<file path="config.mk">
export PLATFORM = sky130hd
export DESIGN_NAME = fifo_dac
export DESIGN_NICKNAME = d
export VERILOG_FILES = /design/src/rtl/fifo_dac.sv
export SDC_FILE = /design/constraint.sdc
export NUM_CORES = 1
export LEC_CHECK = 0
export BUFFER_PORTS_ARGS = -buffer_cell sky130_fd_sc_hd__buf_2
export CORE_ASPECT_RATIO = 2
export CORE_MARGIN = 2
export CORE_UTILIZATION = 48
export CTS_CLUSTER_DIAMETER = 80
export CTS_CLUSTER_SIZE = 40
export DETAILED_ROUTE_END_ITERATION = 16
export PLACE_DENSITY = 0.7
export SETUP_SLACK_MARGIN = 0.05
export SYNTH_ARGS = -nofsm -noshare
export SYNTH_HDL_FRONTEND = slang
export SYNTH_SLANG_ARGS = --single-unit
</file>
<file path="constraint.sdc">
create_clock -name clk -period 2.73 [get_ports clk]
set_clock_uncertainty 0.15 [all_clocks]
set_input_delay 0.4095 -clock clk [delete_from_list [all_inputs] [get_ports clk]]
set_output_delay 0.4095 -clock clk [all_outputs]
set_load 0.03 [all_outputs]
</file>
<file path="src/rtl/fifo_dac.sv">
// Transmit sample FIFO: control block pushes samples, DAC front end pulls one
// sample per rising edge of its level request and gets a registered sample
// plus a one-cycle valid pulse. Reports fill level, low-water and sticky flags.
module fifo_dac #(
  parameter int unsigned W_FIFO = 4,
  parameter int unsigned W_DATA = 32
) (
  input  logic                clk,
  input  logic                rst_n,
  input  logic                write_req_i,
  input  logic [W_DATA-1:0]   data_i,
  input  logic                clr_flags_i,
  input  logic [W_FIFO:0]     thresh_i,
  output logic [W_FIFO:0]     fill_level_o,
  output logic                full_o,
  output logic                low_o,
  output logic                undrflw_o,
  output logic                wr_drop_o,
  input  logic                sample_req_i,
  output logic [W_DATA-1:0]   sample_o,
  output logic                sample_valid_o
);

  localparam int unsigned N_ENTRIES = 2 ** W_FIFO;
  localparam int unsigned W_CNT     = W_FIFO + 1;

  typedef enum logic {
    IDLE = 1'b0,
    HOLD = 1'b1
  } state_t;

  state_t              state_q, state_d;
  logic [W_DATA-1:0]   mem [N_ENTRIES];
  logic [W_FIFO-1:0]   r_pnt, w_pnt;
  logic [W_CNT-1:0]    count;
  logic                full_c;
  logic                pop_c;
  logic                under_c;
  logic                wr_accept_c;
  logic                drop_c;

  assign full_c       = (count == W_CNT'(N_ENTRIES));
  assign wr_accept_c  = write_req_i && (!full_c || pop_c);
  assign drop_c       = write_req_i && !wr_accept_c;

  assign fill_level_o = count;
  assign full_o       = full_c;
  assign low_o        = (count <= thresh_i);

  // Read FSM state register
  always_ff @(posedge clk or negedge rst_n) begin
    if (!rst_n) begin
      state_q <= IDLE;
    end else begin
      state_q <= state_d;
    end
  end

  // Read FSM next state: one pop (or underrun) per request high-phase
  always_comb begin
    state_d = state_q;
    pop_c   = 1'b0;
    under_c = 1'b0;
    case (state_q)
      IDLE: begin
        if (sample_req_i) begin
          state_d = HOLD;
          if (count != '0) begin
            pop_c = 1'b1;
          end else begin
            under_c = 1'b1;
          end
        end
      end
      HOLD: begin
        if (!sample_req_i) begin
          state_d = IDLE;
        end
      end
      default: state_d = IDLE;
    endcase
  end

  // Sample storage; contents are don't-care until written
  always_ff @(posedge clk) begin
    if (wr_accept_c) begin
      mem[w_pnt] <= data_i;
    end
  end

  // Pointers, occupancy count and output sample register
  always_ff @(posedge clk or negedge rst_n) begin
    if (!rst_n) begin
      r_pnt          <= '0;
      w_pnt          <= '0;
      count          <= '0;
      sample_o       <= '0;
      sample_valid_o <= 1'b0;
    end else begin
      sample_valid_o <= pop_c;
      if (pop_c) begin
        sample_o <= mem[r_pnt];
        r_pnt    <= r_pnt + W_FIFO'(1);
      end
      if (wr_accept_c) begin
        w_pnt <= w_pnt + W_FIFO'(1);
      end
      case ({wr_accept_c, pop_c})
        2'b10:   count <= count + W_CNT'(1);
        2'b01:   count <= count - W_CNT'(1);
        default: count <= count;
      endcase
    end
  end

  // Sticky flags; a set event in the same cycle as a clear wins
  always_ff @(posedge clk or negedge rst_n) begin
    if (!rst_n) begin
      undrflw_o <= 1'b0;
      wr_drop_o <= 1'b0;
    end else begin
      undrflw_o <= under_c | (undrflw_o & ~clr_flags_i);
      wr_drop_o <= drop_c  | (wr_drop_o & ~clr_flags_i);
    end
  end

endmodule

</file>
==> reports/results.tsv, run 1 <==
metric	value	unit
status	finished clean	
r2r-start	fill_level_o[2]	
cts.sinks	561	
synthArstFlopShare	0.0873	
synth.area.top_cells	edfxtp_1 (71%), mux4_2 (13%), dfrtp_1 (5.7%)	
dr.first_iter.drc_count	813	
synth_nets	1026	
ys_warn_count	0	
io_pins	84	
clock.fmax	374	MHz
fin_nets	1129	
synth_cells	969	
grt_pass1_wl	66.4	mm
path_clk_slew	0.14	ns
start_kind	register	
place_ws	0.0227	ns
start_util	0.487	
crit_type	register to register	
cts_tree	done	
slew_headroom	0.401	
num_rows	109	
yosys.area.top_type	edfxtp_1	
slew_viol_final	0	
yosysSeqAreaShare	0.770	
multi_input_area	4710	um2
grt_pass1_vias	10700	
required	3.05	ns
startpoint	fill_level_o[2]	
htreeDepth	1	
die_area	46700	um2
synth_area_per_cell	22.3	um2
area_delta_synth_final	10.2	%
synth_top_area_frac	0.713	
die_w	154	um
vias	9882	
overflow	0	
synth_ff_type	edfxtp_1	
cellLeakagePower	7.57	nW
synth_edf_count	512	
ant_nets	0	
fin_crit	2.67	ns
final_cell_mix	edfxtp_1 (512), mux4_2 (128), buf_2 (82), dfrtp_1 (41), o22ai_1 (37)	
max_cap_violations	0	
clk_latency	0.56	ns
min_path_type	input pin to register	
setup_viol	0	
drc	0	
final-hold-violation-count	0	
place_congestion	0.743	
ys_types	38	
cts_buffers	18	
drt_wl_total	44.2	mm
critPathMaxFanout	3	
worst_pin_slew	0.899	ns
final_util	0.536	
antenna_found_initial	2	
final.fill_count	3254	
dp_hpwl	25.2	mm
syn-cell-area	21600	um2
grt_usage	0.191	
critPathCaptureType	register	
seq_area	16600	um2
wl_per_cell	27.0	um
drtPass1Iterations	5	
setup-tns-final	0	ns
root_buffer	clkbuf_16	
rsz0062_at_grt	yes	
powerDensity	938	nW/um2
synth-seq-cells	561	
die_h	304	um
grt_max_degree	53	
viasPerCell	6.03	
post-route-period-util	0.978	
ir_worst_vdd	0.000547	V
min-delay-start	data_i[18]	
numPortBuffers	83	
final_common_cell	edfxtp_1	
drive_gt1_frac	0.350	
clockBufferDepth	3	
fin_ws	0.0588	ns
core	44300	um2
crit_arrival	2.99	ns
[cells by family (layout without fill, tap and decap cells)]
| group | after synthesis | in the layout | synth area share |
|---|---|---|---|
| and+or+nand+nor | 44 | 44 | 0.0118 |
| AOI/OAI and AO/OA | 111 | 111 | 0.0387 |
| muxes | 161 | 161 | 0.151 |
| DFF | 561 | 561 | 0.770 |
| buffers and inverters | 67 | 181 | 0.0157 |
| xor gates and xnor gates | 10 | 10 | 0.00406 |
| adders and majority gates | 15 | 15 | 0.00905 |
| other | 0 | 1 | 0 |
[layer usage]
| layer | global-route usage | part of all wire |
|---|---|---|
| met1 | 0.223 | 0.36 |
| met2 | 0.370 | 0.57 |
| met3 | 0.0158 | 0.037 |
| met4 | 0.0600 | 0.027 |
| met5 | 0 | 0.00029 |
[worst max-delay path, stage by stage (launching register included)]
cell and delay, ns:
dfrtp_2 0.45, nor4_4 0.31, and2_4 0.22, a21oi_4 0.06, inv_2 0.09, ha_4 0.15
inv_4 0.04, fa_2 0.33, nor2b_1 0.12, o21ai_1 0.08, nand3_1 0.08, or3b_1 0.36
xnor2_1 0.13
[synthesized netlist by cell type, types with 6 or more instances]
library cell and n:
nand2_1 10, o21ai_0 6, mux4_2 128, mux2_2 33, a21oi_1 34, o22ai_2 29, ha_1 14, edfxtp_1 512
and2_1 13, buf_6 7, xnor2_1 7, dfrtp_1 49, o22ai_1 37, buf_2 17, inv_1 14, clkbuf_1 21
[final timing paths]
check	cells past startpoint	endpoint	slack, ns
max	12	fill_level_o[4]	0.06
max in group asynchronous	3	r_pnt[3]	1.88
min	1	mem[10][18]	0.06
min in group asynchronous	3	sample_o[10]	0.22
min reg2reg	1	fill_level_o[4]	0.40
max reg2reg	12	fill_level_o[4]	0.06
[final cells by class]
class,count,area share
Multi-Input combinational cell,341,0.198
Clock buffer,30,0.0222
Tap cell,555,0.0292
Timing Repair Buffer,135,0.0474
Inverter,15,0.00247
Antenna cell,1,0.000105
Clock inverter,1,0.00126
Sequential cell,561,0.699
[repair_timing]
| action | CTS | global route |
|---|---|---|
| gates cloned | 0 | 0 |
| gates resized for setup | 4 | 6 |
| endpoints found under the hold margin | 52 | 0 |
| hold buffers | 4 | 0 |
| pin swaps | 3 | 3 |
| endpoints found under the setup margin | 2 | 2 |
| setup buffers | 3 | 2 |
[power breakdown]
part           leakage, nW  internal [mW]  total, mW  switching, mW
clock network        0.265           1.38       3.76           2.38
logic                 2.13           3.51       7.54           4.03
registers             5.17           10.5       11.0          0.521
total                 7.57           15.4       22.3           6.93
[stage by stage]
step,hold slack [ns],std cells,cell area [um2],total power [mW]
3_3_place_gp,0.304,1598,23100,18.7
2_1_floorplan,-0.0361,969,21600,16.5
5_1_grt,0.0463,1639,23800,23.3
6_report,0.0559,1639,23800,22.3
3_5_place_dp,0.303,1598,23100,18.8
4_1_cts,0.0346,1636,23700,22.5
[state kept, by name, summed over array words and instances, names as in the netlist]
name / cells
state_q: 1
r_pnt: 4
undrflw_o: 1
sample_valid_o: 1
mem: 512
sample_o: 32
fill_level_o: 5
w_pnt: 4
wr_drop_o: 1
Power figures use the tool's default switching activity.
==> run 2, diff against run 1 <==
SETUP_SLACK_MARGIN = 0.5   (was 0.05)
==> run 2 against run 1 <==
Compared with the run above: the flow now finishes with violations (negative setup slack); flip-flop and latch count is the same; clock-buffer cell count is the same; cell area grew 9.0%; wire length grew 22%; first-iteration DRC count grew 33%; die area is the same; critical endpoint is now mem[13][13]; critical path depth grew 1; combinational power grew 22%; non-clock buffer count grew 106; core utilization grew 4.8 points; maximum frequency shrank 4.0%.
==> reports/results.tsv, run 2 (synthesized netlist as in run 1, its figures left out) <==
metric	value	unit
cts.sinks	561	
final_common_cell	edfxtp_1	
final_cell_mix	edfxtp_1 (512), mux4_2 (128), buf_2 (81), dfrtp_1 (41)	
drc	0	
grt_max_degree	47	
start_util	0.487	
placedCellCount	1606	
htreeDepth	1	
io_pins	84	
grt_pass1_wl	74.6	mm
holdWs	0.0505	ns
violations	negative setup slack	
status	finished, violations left	
overflow	0	
antenna_found_initial	2	
drt_wl_total	53.8	mm
required	2.92	ns
largest_reg_flops	512	
die_w	154	um
setup_viol	19	
vias	10800	
cellLeakagePower	8.51	nW
numPortBuffers	83	
clockBufferDepth	3	
clock.fmax	359	MHz
area_delta_synth_final	20.2	%
final.fill_count	2982	
root_buffer	clkbuf_16	
slew_viol_final	0	
place_ws	0.0195	ns
total_power	24.0	mW
min_path_type	input pin to asynchronous set/reset pin	
start_kind	register	
ant_nets	0	
ir_worst_vdd	0.000583	V
die_area	46700	um2
post-route-period-util	1.02	
multi_input_area	4870	um2
place_congestion	0.751	
top_register	mem	
fin_crit	2.78	ns
worst_pin_slew	0.946	ns
wl_per_cell	30.8	um
max_cap_violations	0	
final-hold-violation-count	0	
grt_pass1_vias	11200	
fin_nets	1237	
cts_buffers	18	
num_rows	109	
clk_latency	0.57	ns
die_h	304	um
dp_hpwl	26.4	mm
seq_area	16600	um2
crit_type	register to register	
core	44300	um2
viasPerCell	6.16	
dr.first_iter.drc_count	1079	
drive_gt1_frac	0.421	
rsz0062_at_grt	yes	
drtPass1Iterations	6	
fin_cells	1747	
crit_arrival	2.97	ns
powerDensity	925	nW/um2
critPathMaxFanout	8	
critPathCaptureType	register	
fin_ws	-0.0518	ns
grt_usage	0.220	
path_clk_slew	0.14	ns
slew_headroom	0.370	
cts_tree	done	
[run 2: report_power, final]
part / internal (mW) / switching [mW] / total [mW]
combinational: 4.49 / 4.69 / 9.18
sequential: 10.5 / 0.560 / 11.0
clock: 1.36 / 2.40 / 3.76
[run 2: area by class of cell]
type,count,share of cell area
Clock inverter,1,0.00116
Multi-Input combinational cell,343,0.188
Tap cell,555,0.0268
Antenna cell,1,0.0000966
Sequential cell,561,0.641
Clock buffer,30,0.0201
Timing Repair Buffer,241,0.120
Inverter,15,0.00256
[run 2: worst paths after layout]
| path | start | cells after the start | slack [ns] | to |
|---|---|---|---|---|
| hold / removal | rst_n | 2 | 0.05 | sample_o[15] |
| min in group clk | data_i[19] | 1 | 0.05 | mem[13][19] |
| setup / recovery | fill_level_o[2] | 13 | -0.05 | mem[13][13] |
| max in group asynchronous | rst_n | 4 | 1.22 | sample_o[22] |
| hold reg to reg | fill_level_o[4] | 1 | 0.39 | fill_level_o[4] |
| setup reg to reg | fill_level_o[2] | 13 | -0.05 | mem[13][13] |
[run 2: routing by layer]
layer | GRT usage | up-vias | routed length, um
li1 | - | 4462 | -
met1 | 0.256 | 5711 | 18000
met2 | 0.411 | 470 | 29800
met3 | 0.0215 | 113 | 3220
met4 | 0.0939 | 0 | 2860
met5 | 0 | - | 0
[run 2: repair_timing]
| action | in CTS | in global routing |
|---|---|---|
| endpoints found under the setup margin | 396 | 550 |
| endpoints found under the hold margin | 39 | 0 |
| gates resized for setup | 64 | 74 |
| setup buffers | 52 | 14 |
| pin swaps | 11 | 16 |
| cloned | 25 | 14 |
| hold buffers | 4 | 0 |
[run 2: stage by stage]
stage               TNS, ns   util  area [um2]
global placement          0  0.524       23200
floorplan            -0.115      -       21700
global route          -3.60  0.585       25900
CTS                       0  0.568       25200
finish               -0.451  0.585       25900
detailed placement        0  0.524       23200
[run 2: critical path: stages (launching register included)]
cell,delay [ns]
dfrtp_2,0.46
nor4_4,0.30
and2_4,0.22
a21oi_4,0.07
buf_4,0.13
buf_6,0.10
buf_6,0.10
buf_6,0.10
buf_6,0.10
buf_6,0.10
and3_4,0.18
and2_4,0.23
buf_12,0.15
buf_16,0.14
